--- config.mk ---
export PLATFORM = sky130hd
export DESIGN_NAME = alu_rr_scheduler_flat
export DESIGN_NICKNAME = d
export VERILOG_FILES = /design/src/rtl/alu_rr_scheduler_pkg.sv /design/src/rtl/alu_rr_scheduler_if.sv /design/src/rtl/alu_rr_scheduler_arb.sv /design/src/rtl/alu_rr_scheduler.sv /design/src/flat_wrapper.sv
export SDC_FILE = /design/constraint.sdc
export NUM_CORES = 1
export LEC_CHECK = 0
export CAP_MARGIN = 20
export CORE_AREA = 2 2 105 107
export CTS_CLUSTER_DIAMETER = 120
export DETAILED_ROUTE_END_ITERATION = 7
export DIE_AREA = 0 0 107 109
export GPL_ROUTABILITY_DRIVEN = 0
export GPL_TIMING_DRIVEN = 0
export PLACE_DENSITY = 0.75
export SKIP_CTS_REPAIR_TIMING = 1
export SLEW_MARGIN = 0
export SYNTH_ARGS = -nofsm -noshare
export SYNTH_HDL_FRONTEND = slang
export SYNTH_HIERARCHICAL = 1
export SYNTH_SLANG_ARGS = --single-unit
export TNS_END_PERCENT = 20
--- constraint.sdc ---
create_clock -name clk -period 1.55 [get_ports clk]
set_input_delay 0.2325 -clock clk [delete_from_list [all_inputs] [get_ports clk]]
set_output_delay 0.2325 -clock clk [all_outputs]
set_load 0.1 [all_outputs]
--- src/rtl/alu_rr_scheduler_pkg.sv ---
// rtl/alu_rr_scheduler_pkg.sv - shared state type and default widths for the ALU round-robin scheduler
package alu_sched_pkg;

    localparam int DEF_DATA_WIDTH = 16;
    localparam int DEF_OP_WIDTH   = 4;
    localparam int DEF_CNT_WIDTH  = 16;

    typedef enum logic [1:0] {
        IDLE     = 2'd0,
        ISSUE    = 2'd1,
        WAIT_RES = 2'd2,
        RESPOND  = 2'd3
    } sched_state_t;

endpackage

--- src/rtl/alu_rr_scheduler_if.sv ---
// rtl/alu_rr_scheduler_if.sv - request, ALU issue/result and response streams of the scheduler
interface alu_rr_scheduler_if
    import alu_sched_pkg::*;
#(
    parameter int DATA_WIDTH = DEF_DATA_WIDTH,
    parameter int OP_WIDTH   = DEF_OP_WIDTH
);

    logic                  req0_tvalid;
    logic                  req0_tready;
    logic [DATA_WIDTH-1:0] req0_tdata;
    logic [OP_WIDTH-1:0]   req0_opcode;

    logic                  req1_tvalid;
    logic                  req1_tready;
    logic [DATA_WIDTH-1:0] req1_tdata;
    logic [OP_WIDTH-1:0]   req1_opcode;

    logic                  alu_tvalid;
    logic                  alu_tready;
    logic [DATA_WIDTH-1:0] alu_tdata;
    logic [OP_WIDTH-1:0]   alu_opcode;

    logic                  res_tvalid;
    logic                  res_tready;
    logic [DATA_WIDTH-1:0] res_tdata;

    logic                  rsp0_tvalid;
    logic                  rsp0_tready;
    logic [DATA_WIDTH-1:0] rsp0_tdata;

    logic                  rsp1_tvalid;
    logic                  rsp1_tready;
    logic [DATA_WIDTH-1:0] rsp1_tdata;

    // Scheduler side
    modport slave (
        input  req0_tvalid, req0_tdata, req0_opcode,
        output req0_tready,
        input  req1_tvalid, req1_tdata, req1_opcode,
        output req1_tready,
        output alu_tvalid, alu_tdata, alu_opcode,
        input  alu_tready,
        input  res_tvalid, res_tdata,
        output res_tready,
        output rsp0_tvalid, rsp0_tdata,
        input  rsp0_tready,
        output rsp1_tvalid, rsp1_tdata,
        input  rsp1_tready
    );

    // Requester/ALU side
    modport master (
        output req0_tvalid, req0_tdata, req0_opcode,
        input  req0_tready,
        output req1_tvalid, req1_tdata, req1_opcode,
        input  req1_tready,
        input  alu_tvalid, alu_tdata, alu_opcode,
        output alu_tready,
        output res_tvalid, res_tdata,
        input  res_tready,
        input  rsp0_tvalid, rsp0_tdata,
        output rsp0_tready,
        input  rsp1_tvalid, rsp1_tdata,
        output rsp1_tready
    );

endinterface

--- src/rtl/alu_rr_scheduler_arb.sv ---
// rtl/alu_rr_scheduler_arb.sv - combinational two-request round-robin picker
module rr_arbiter2 (
    input  logic [1:0] req,
    input  logic       prio,
    output logic       gnt_valid,
    output logic       gnt_id
);

    always_comb begin
        gnt_valid = |req;
        // prio only matters on a tie; otherwise the lone requester wins
        gnt_id    = (req == 2'b11) ? prio : req[1];
    end

endmodule

--- src/rtl/alu_rr_scheduler.sv ---
// rtl/alu_rr_scheduler.sv - shares one stream ALU between two requesters, one transaction in flight
module alu_rr_scheduler
    import alu_sched_pkg::*;
#(
    parameter int DATA_WIDTH = DEF_DATA_WIDTH,
    parameter int OP_WIDTH   = DEF_OP_WIDTH,
    parameter int CNT_WIDTH  = DEF_CNT_WIDTH
) (
    input  logic                 clk,
    input  logic                 rstn,
    alu_rr_scheduler_if.slave    bus,
    output logic                 busy,
    output logic                 grant_id,
    output logic [CNT_WIDTH-1:0] done_cnt0,
    output logic [CNT_WIDTH-1:0] done_cnt1
);

    sched_state_t          state;
    logic                  prio;
    logic                  gnt_valid;
    logic                  gnt_id;
    logic [DATA_WIDTH-1:0] op_data;
    logic [OP_WIDTH-1:0]   op_code;
    logic [DATA_WIDTH-1:0] res_data;
    logic                  alu_valid;
    logic                  res_ready;
    logic                  rsp0_valid;
    logic                  rsp1_valid;
    logic                  req_hs;
    logic                  rsp_hs;

    rr_arbiter2 u_arb (
        .req       ({bus.req1_tvalid, bus.req0_tvalid}),
        .prio      (prio),
        .gnt_valid (gnt_valid),
        .gnt_id    (gnt_id)
    );

    // tready is only raised toward a valid winner, so tready implies the handshake
    assign req_hs          = (state == IDLE) & gnt_valid;
    assign bus.req0_tready = req_hs & ~gnt_id;
    assign bus.req1_tready = req_hs & gnt_id;

    assign rsp_hs = (rsp0_valid & bus.rsp0_tready) | (rsp1_valid & bus.rsp1_tready);

    assign bus.alu_tvalid  = alu_valid;
    assign bus.alu_tdata   = op_data;
    assign bus.alu_opcode  = op_code;
    assign bus.res_tready  = res_ready;
    assign bus.rsp0_tvalid = rsp0_valid;
    assign bus.rsp0_tdata  = res_data;
    assign bus.rsp1_tvalid = rsp1_valid;
    assign bus.rsp1_tdata  = res_data;

    always_ff @(posedge clk or negedge rstn) begin
        if (!rstn) begin
            state      <= IDLE;
            prio       <= 1'b0;
            op_data    <= '0;
            op_code    <= '0;
            res_data   <= '0;
            alu_valid  <= 1'b0;
            res_ready  <= 1'b0;
            rsp0_valid <= 1'b0;
            rsp1_valid <= 1'b0;
            busy       <= 1'b0;
            grant_id   <= 1'b0;
            done_cnt0  <= '0;
            done_cnt1  <= '0;
        end else begin
            case (state)
                IDLE: begin
                    if (req_hs) begin
                        op_data   <= gnt_id ? bus.req1_tdata  : bus.req0_tdata;
                        op_code   <= gnt_id ? bus.req1_opcode : bus.req0_opcode;
                        grant_id  <= gnt_id;
                        alu_valid <= 1'b1;
                        busy      <= 1'b1;
                        state     <= ISSUE;
                    end
                end
                ISSUE: begin
                    if (bus.alu_tready) begin
                        alu_valid <= 1'b0;
                        res_ready <= 1'b1;
                        state     <= WAIT_RES;
                    end
                end
                WAIT_RES: begin
                    if (bus.res_tvalid) begin
                        res_ready  <= 1'b0;
                        res_data   <= bus.res_tdata;
                        rsp0_valid <= ~grant_id;
                        rsp1_valid <= grant_id;
                        state      <= RESPOND;
                    end
                end
                RESPOND: begin
                    if (rsp_hs) begin
                        rsp0_valid <= 1'b0;
                        rsp1_valid <= 1'b0;
                        busy       <= 1'b0;
                        // hand the next tie to the requester just served's peer
                        prio       <= ~grant_id;
                        state      <= IDLE;
                        if (grant_id) done_cnt1 <= done_cnt1 + 1'b1;
                        else          done_cnt0 <= done_cnt0 + 1'b1;
                    end
                end
                default: state <= IDLE;
            endcase
        end
    end

endmodule

--- src/flat_wrapper.sv ---
// flat-port wrapper written by rule: the top's interface ports become plain ports
module alu_rr_scheduler_flat import alu_sched_pkg::*;
#(
    parameter int DATA_WIDTH = DEF_DATA_WIDTH,
    parameter int OP_WIDTH   = DEF_OP_WIDTH,
    parameter int CNT_WIDTH  = DEF_CNT_WIDTH
)
  (clk, rstn, busy, grant_id, done_cnt0, done_cnt1, bus_req0_tvalid, bus_req0_tdata, bus_req0_opcode, bus_req0_tready, bus_req1_tvalid, bus_req1_tdata, bus_req1_opcode, bus_req1_tready, bus_alu_tvalid, bus_alu_tdata, bus_alu_opcode, bus_alu_tready, bus_res_tvalid, bus_res_tdata, bus_res_tready, bus_rsp0_tvalid, bus_rsp0_tdata, bus_rsp0_tready, bus_rsp1_tvalid, bus_rsp1_tdata, bus_rsp1_tready);
  alu_rr_scheduler_if #(.DATA_WIDTH(DATA_WIDTH), .OP_WIDTH(OP_WIDTH)) bus_i ();
  input  logic clk;
  input  logic rstn;
  output logic busy;
  output logic grant_id;
  output logic [CNT_WIDTH-1:0] done_cnt0;
  output logic [CNT_WIDTH-1:0] done_cnt1;
  input wire logic [$bits(bus_i.req0_tvalid)-1:0] bus_req0_tvalid;
  input wire logic [$bits(bus_i.req0_tdata)-1:0] bus_req0_tdata;
  input wire logic [$bits(bus_i.req0_opcode)-1:0] bus_req0_opcode;
  output wire logic [$bits(bus_i.req0_tready)-1:0] bus_req0_tready;
  input wire logic [$bits(bus_i.req1_tvalid)-1:0] bus_req1_tvalid;
  input wire logic [$bits(bus_i.req1_tdata)-1:0] bus_req1_tdata;
  input wire logic [$bits(bus_i.req1_opcode)-1:0] bus_req1_opcode;
  output wire logic [$bits(bus_i.req1_tready)-1:0] bus_req1_tready;
  output wire logic [$bits(bus_i.alu_tvalid)-1:0] bus_alu_tvalid;
  output wire logic [$bits(bus_i.alu_tdata)-1:0] bus_alu_tdata;
  output wire logic [$bits(bus_i.alu_opcode)-1:0] bus_alu_opcode;
  input wire logic [$bits(bus_i.alu_tready)-1:0] bus_alu_tready;
  input wire logic [$bits(bus_i.res_tvalid)-1:0] bus_res_tvalid;
  input wire logic [$bits(bus_i.res_tdata)-1:0] bus_res_tdata;
  output wire logic [$bits(bus_i.res_tready)-1:0] bus_res_tready;
  output wire logic [$bits(bus_i.rsp0_tvalid)-1:0] bus_rsp0_tvalid;
  output wire logic [$bits(bus_i.rsp0_tdata)-1:0] bus_rsp0_tdata;
  input wire logic [$bits(bus_i.rsp0_tready)-1:0] bus_rsp0_tready;
  output wire logic [$bits(bus_i.rsp1_tvalid)-1:0] bus_rsp1_tvalid;
  output wire logic [$bits(bus_i.rsp1_tdata)-1:0] bus_rsp1_tdata;
  input wire logic [$bits(bus_i.rsp1_tready)-1:0] bus_rsp1_tready;
  assign bus_i.req0_tvalid = bus_req0_tvalid;
  assign bus_i.req0_tdata = bus_req0_tdata;
  assign bus_i.req0_opcode = bus_req0_opcode;
  assign bus_req0_tready = bus_i.req0_tready;
  assign bus_i.req1_tvalid = bus_req1_tvalid;
  assign bus_i.req1_tdata = bus_req1_tdata;
  assign bus_i.req1_opcode = bus_req1_opcode;
  assign bus_req1_tready = bus_i.req1_tready;
  assign bus_alu_tvalid = bus_i.alu_tvalid;
  assign bus_alu_tdata = bus_i.alu_tdata;
  assign bus_alu_opcode = bus_i.alu_opcode;
  assign bus_i.alu_tready = bus_alu_tready;
  assign bus_i.res_tvalid = bus_res_tvalid;
  assign bus_i.res_tdata = bus_res_tdata;
  assign bus_res_tready = bus_i.res_tready;
  assign bus_rsp0_tvalid = bus_i.rsp0_tvalid;
  assign bus_rsp0_tdata = bus_i.rsp0_tdata;
  assign bus_i.rsp0_tready = bus_rsp0_tready;
  assign bus_rsp1_tvalid = bus_i.rsp1_tvalid;
  assign bus_rsp1_tdata = bus_i.rsp1_tdata;
  assign bus_i.rsp1_tready = bus_rsp1_tready;
  alu_rr_scheduler #(.DATA_WIDTH(DATA_WIDTH), .OP_WIDTH(OP_WIDTH), .CNT_WIDTH(CNT_WIDTH)) u_core (.clk(clk), .rstn(rstn), .bus(bus_i), .busy(busy), .grant_id(grant_id), .done_cnt0(done_cnt0), .done_cnt1(done_cnt1));
endmodule
; After elaboration in Yosys (flattened, before gate mapping)
; Cells that the tools add are included.
[word_totals]
register_bits = 77
wordCells = 67
in_bits = 64
out_inout_bits = 92
[classes]
reduce_logical = 16
add_sub_neg = 2
n_bitwise = 8
mux = 20
eq_ne = 8
[ops]
columns = op, n
row1 = $add A16 B1 Y16 const B, 2
row2 = $reduce_and A3 Y1, 6
row3 = $mux W16, 1
row4 = $pmux W1 S2, 5
row5 = $mux W1, 8
row6 = $mux W2, 4
row7 = $pmux W2 S4, 1
row8 = $reduce_bool A2 Y1, 4
row9 = $eq A2 B2 Y1 const B, 3
row10 = $reduce_and A2 Y1, 3
row11 = $and A1 B1 Y1, 5
row12 = $mux W4, 1
row13 = $ne A2 B1 Y1 const B, 2
row14 = $ne A2 B2 Y1 const B, 2
row15 = $reduce_and A4 Y1, 1
row16 = $eq A2 B1 Y1 const B, 1
row17 = $logic_not A2 Y1, 1
row18 = $not A1 Y1, 2
row19 = $reduce_or A2 Y1, 1
row20 = $or A1 B1 Y1, 1

; Longest topological paths before layout
[logic_depth]
word_depth = 4
ltp_mapped = 7
ltp_nobuf = 6

; Hierarchy
; Netlist, hierarchy kept.
[modules_own_cells]
columns = module, cells_each, n_inst, area_each_um2, seq_area_each_um2
row1 = alu_rr_scheduler, 319, 1, 3568.4, 1926.8
row2 = rr_arbiter2, 3, 1, 17.5, 0.0

; Worst setup path after synthesis
; OpenSTA, ideal clock, no wires.
[synth_timing]
kind = register -> output
start = register u_core.state[0]
end = output bus_req0_tready
arrival_time_ps = 2246
slack_ps = -929
required_ps = 1317
n_path_buf = 1
stages_incl_launch_ff = 6
cell_sequence = dfrtp_1 inv_1 ha_1 nand2_1 clkbuf_1 nor2_1
[synth_between]
elab_chain_len = 3
[synth_rtl]
columns = element, line
row1 = "start, declared", alu_rr_scheduler.sv:18  ; sched_state_t state;
row2 = "start signal, assigned", alu_rr_scheduler.sv:57  ; state <= IDLE;
row3 = "start signal, assigned", alu_rr_scheduler.sv:79  ; state <= ISSUE;
row4 = "start signal, assigned", alu_rr_scheduler.sv:86  ; state <= WAIT_RES;
row5 = $logic_not A2 Y1, alu_rr_scheduler.sv:40  ; assign req_hs = (state == IDLE) & gnt_valid;
row6 = $and A1 B1 Y1, alu_rr_scheduler.sv:40
row7 = $and A1 B1 Y1, alu_rr_scheduler.sv:41  ; assign bus.req0_tready = req_hs & ~gnt_id;
row8 = "end, declared", flat_wrapper.sv:19  ; output wire logic [$bits(bus_i.req0_tready)-1:0] bus_req0_tready;
; No other way between the ends.

; Worst setup path in the final report
; Ends and elaborated chain as after synthesis.

==> run summary <==
Fin util -> 50.1%
Fin Setup TNS -> -2.18 ns
Kind of critical path -> flop to primary output
Failing checks -> setup timing
DR iter-0 viols -> 96
Crit-path max FO -> 10
All-Layer GR Usage -> 15.4%
Status -> finished, violations left
Die ar. -> 11700 um^2
Synth Flop Type -> dfrtp_1
Slew Limit Fails -> 0
Placed instance area -> 5430 um^2
Antenna cells -> 0
Layout net count -> 564
Critical-path top delay cell -> dfrtp_1
Vias/cell -> 4.54
Ranking of synthesized cells by area -> dfrtp_1 (54%), mux2i_1 (6.4%), mux2_2 (6.0%)
Ports -> 156
Final hold vios -> 0
Post-route cell area -> 5310 um^2
TritonRoute pass-1 iters -> 4
IO buf count -> 155
Data arrival time of the worst path -> 1.55 ns
Crit path required time -> 1.32 ns
H-tree depth reported by CTS -> 3
Syn Std Cell Area -> 3590 um^2
Library cells used by synthesis -> 33
Syn_nets -> 392
CP Cell Sequence -> inv_2, ha_4, nand2_4, buf_6, nor2_4, buf_12
EDFF count, synth -> 0
Post-synth top area share -> 53.7%
Routed len/inst -> 14.1 um
Die height -> 109 um
Crit. End Element -> primary output
# setup viols final -> 24
Synth top cells by count -> dfrtp_1 (77), nand2_1 (43), o21ai_0 (24)
Worst rel slew slack -> 61.9%
Fraction of layout cells with a size suffix above 1 -> 41.1%
RSZ-0062 raised after global routing -> true
Root buffer cell -> clkbuf_8
Warnings from Yosys -> 6
CTS buffer count -> 9
Avg Cell Area, Syn -> 11.1 um^2
Max-Cap Viols -> 0
Worst slack at placement -> -1.33 ns
CTS tree -> built
Worst slew pin tran -> 0.574 ns
First-pass GRT wire length -> 14.2 mm
Yosys reg bits -> 77
Die X -> 107 um
Starting Density -> 33.8%
DP Wirelength -> 6.77 mm
Post-layout min period -> 1.78 ns
Layout area overhead -> 48.1%
Ys async rst share -> 100%
Syn Inst Count -> 322
WL final -> 8.99 mm
Grt total ovfl -> 0
F_max -> 562 MHz
Longest Clk Path Bufs -> 2
Largest net degree at the start of global routing -> 46
Skew final -> 0.0123 ns
Worst-path clk slew -> 0.09 ns
Via count -> 2903
Most common cell in the synthesized netlist -> dfrtp_1
Initial antenna violation count -> 0
ANT nets after route -> 0
Startpoint types -> flop
Site Rows -> 38
Hold WC Path Type -> input pin to async pin
CTS sink count -> 77
Tcrit/Tclk final -> 115%
# DRC -> 0
Post-synthesis sequential area ratio -> 53.7%
Max incr delay on CP -> 0.41 ns
Final worst slack -> -0.230 ns
Clock Latency Late Sink -> 0.34 ns
Cell taking the most area after synthesis -> dfrtp_1
Core region area -> 10600 um^2
Vias in the first global route -> 2988
[cells in the final DEF (no fill, tap or decap), types with 3 or more instances in the layout]
| cell | n |
|---|---|
| clkbuf_2 | 79 |
| clkdlybuf4s50_1 | 62 |
| dfrtp_1 | 47 |
| nand2_1 | 41 |
| o21ai_0 | 24 |
| mux2i_1 | 23 |
| buf_4 | 22 |
| mux2_2 | 19 |
| dfrtp_2 | 19 |
| xnor2_1 | 15 |
| xor2_1 | 15 |
| buf_2 | 12 |
| inv_1 | 12 |
| dfrtp_4 | 11 |
| clkbuf_8 | 9 |
| nor2_1 | 9 |
| nand4_1 | 7 |
| buf_6 | 5 |
| nand3_1 | 5 |
| clkbuf_1 | 4 |
| and3_1 | 4 |
| nor3_1 | 4 |
| nor3_2 | 4 |
| ha_1 | 4 |
| clkinv_2 | 3 |
| a22o_1 | 3 |
[metrics by stage]
step           std cells  hold WS (ns)
2_1_floorplan        322       -0.0631
3_3_place_gp         617         0.458
3_5_place_dp         618         0.212
4_1_cts              634        -0.167
5_1_grt              639         0.412
6_report             639         0.377
[cell type report]
type                       instances  area (um^2)
clock inverter                     6         38.8
multi-input combinational        204         1530
buffer                            27          208
timing repair buffer             161         1190
fill                            1012         5290
clock buffer                      10          128
tap                              140          175
inverter                          14         52.6
sequential                        77         1990
[per-layer routing]
metal  track usage, %  up-vias  routed length (um)
li1                 -     1411                   -
met1             18.1     1385                3710
met2             26.9      100                4540
met3             4.84        7                 664
met4             4.73        0                  75
met5                0        -                   0
[worst paths after layout]
path,slack [ns],depth (start not counted),endpoint,from
setup / recovery,-0.23,6,bus_req0_tready,u_core/state[0]$_DFFE_PN0P_
hold / removal,0.38,2,u_core/bus.rsp0_tdata[15]$_DFFE_PN0P_,rstn
setup reg to reg,-0.19,6,u_core/state[1]$_DFFE_PN0P_,u_core/state[0]$_DFFE_PN0P_
hold reg to reg,0.48,1,u_core/done_cnt1[15]$_DFFE_PN0P_,u_core/done_cnt1[15]$_DFFE_PN0P_
max in group asynchronous,0.57,3,u_core/grant_id$_DFFE_PN0P_,rstn
min in group clk,0.48,1,u_core/done_cnt1[15]$_DFFE_PN0P_,u_core/done_cnt1[15]$_DFFE_PN0P_
[cell families (layout without fill, tap and decap cells)]
family	count (synthesis)	count (layout)	synth area share (%)
AOI/OAI and AO/OA	36	36	5.93
DFF	77	77	53.7
adders and majority gates	6	6	2.09
and+or+nand+nor	90	90	12.2
buffers and inverters	41	218	6.35
xor gates and xnor gates	30	30	7.33
muxes	42	42	12.4
[state kept, by name, indices dropped and copies added (netlist names)]
name,count
u_core/prio,1
u_core/busy,1
u_core/done_cnt0,16
u_core/bus.rsp0_tvalid,1
u_core/bus.alu_tvalid,1
u_core/bus.alu_opcode,4
u_core/bus.alu_tdata,16
u_core/done_cnt1,16
u_core/bus.res_tready,1
u_core/bus.rsp1_tvalid,1
u_core/state,2
u_core/bus.rsp0_tdata,16
u_core/grant_id,1
[worst max-delay path, delay by kind of cell, from the launching register on]
kind / cells / cell delay [ns]
flops: 1 / 0.41
simple gates: 2 / 0.20
fa+ha+maj: 1 / 0.17
buf+inv: 3 / 0.43
Power is not shown: default switching activity piles up to over one toggle a cycle in this logic, so the estimate is an artifact.
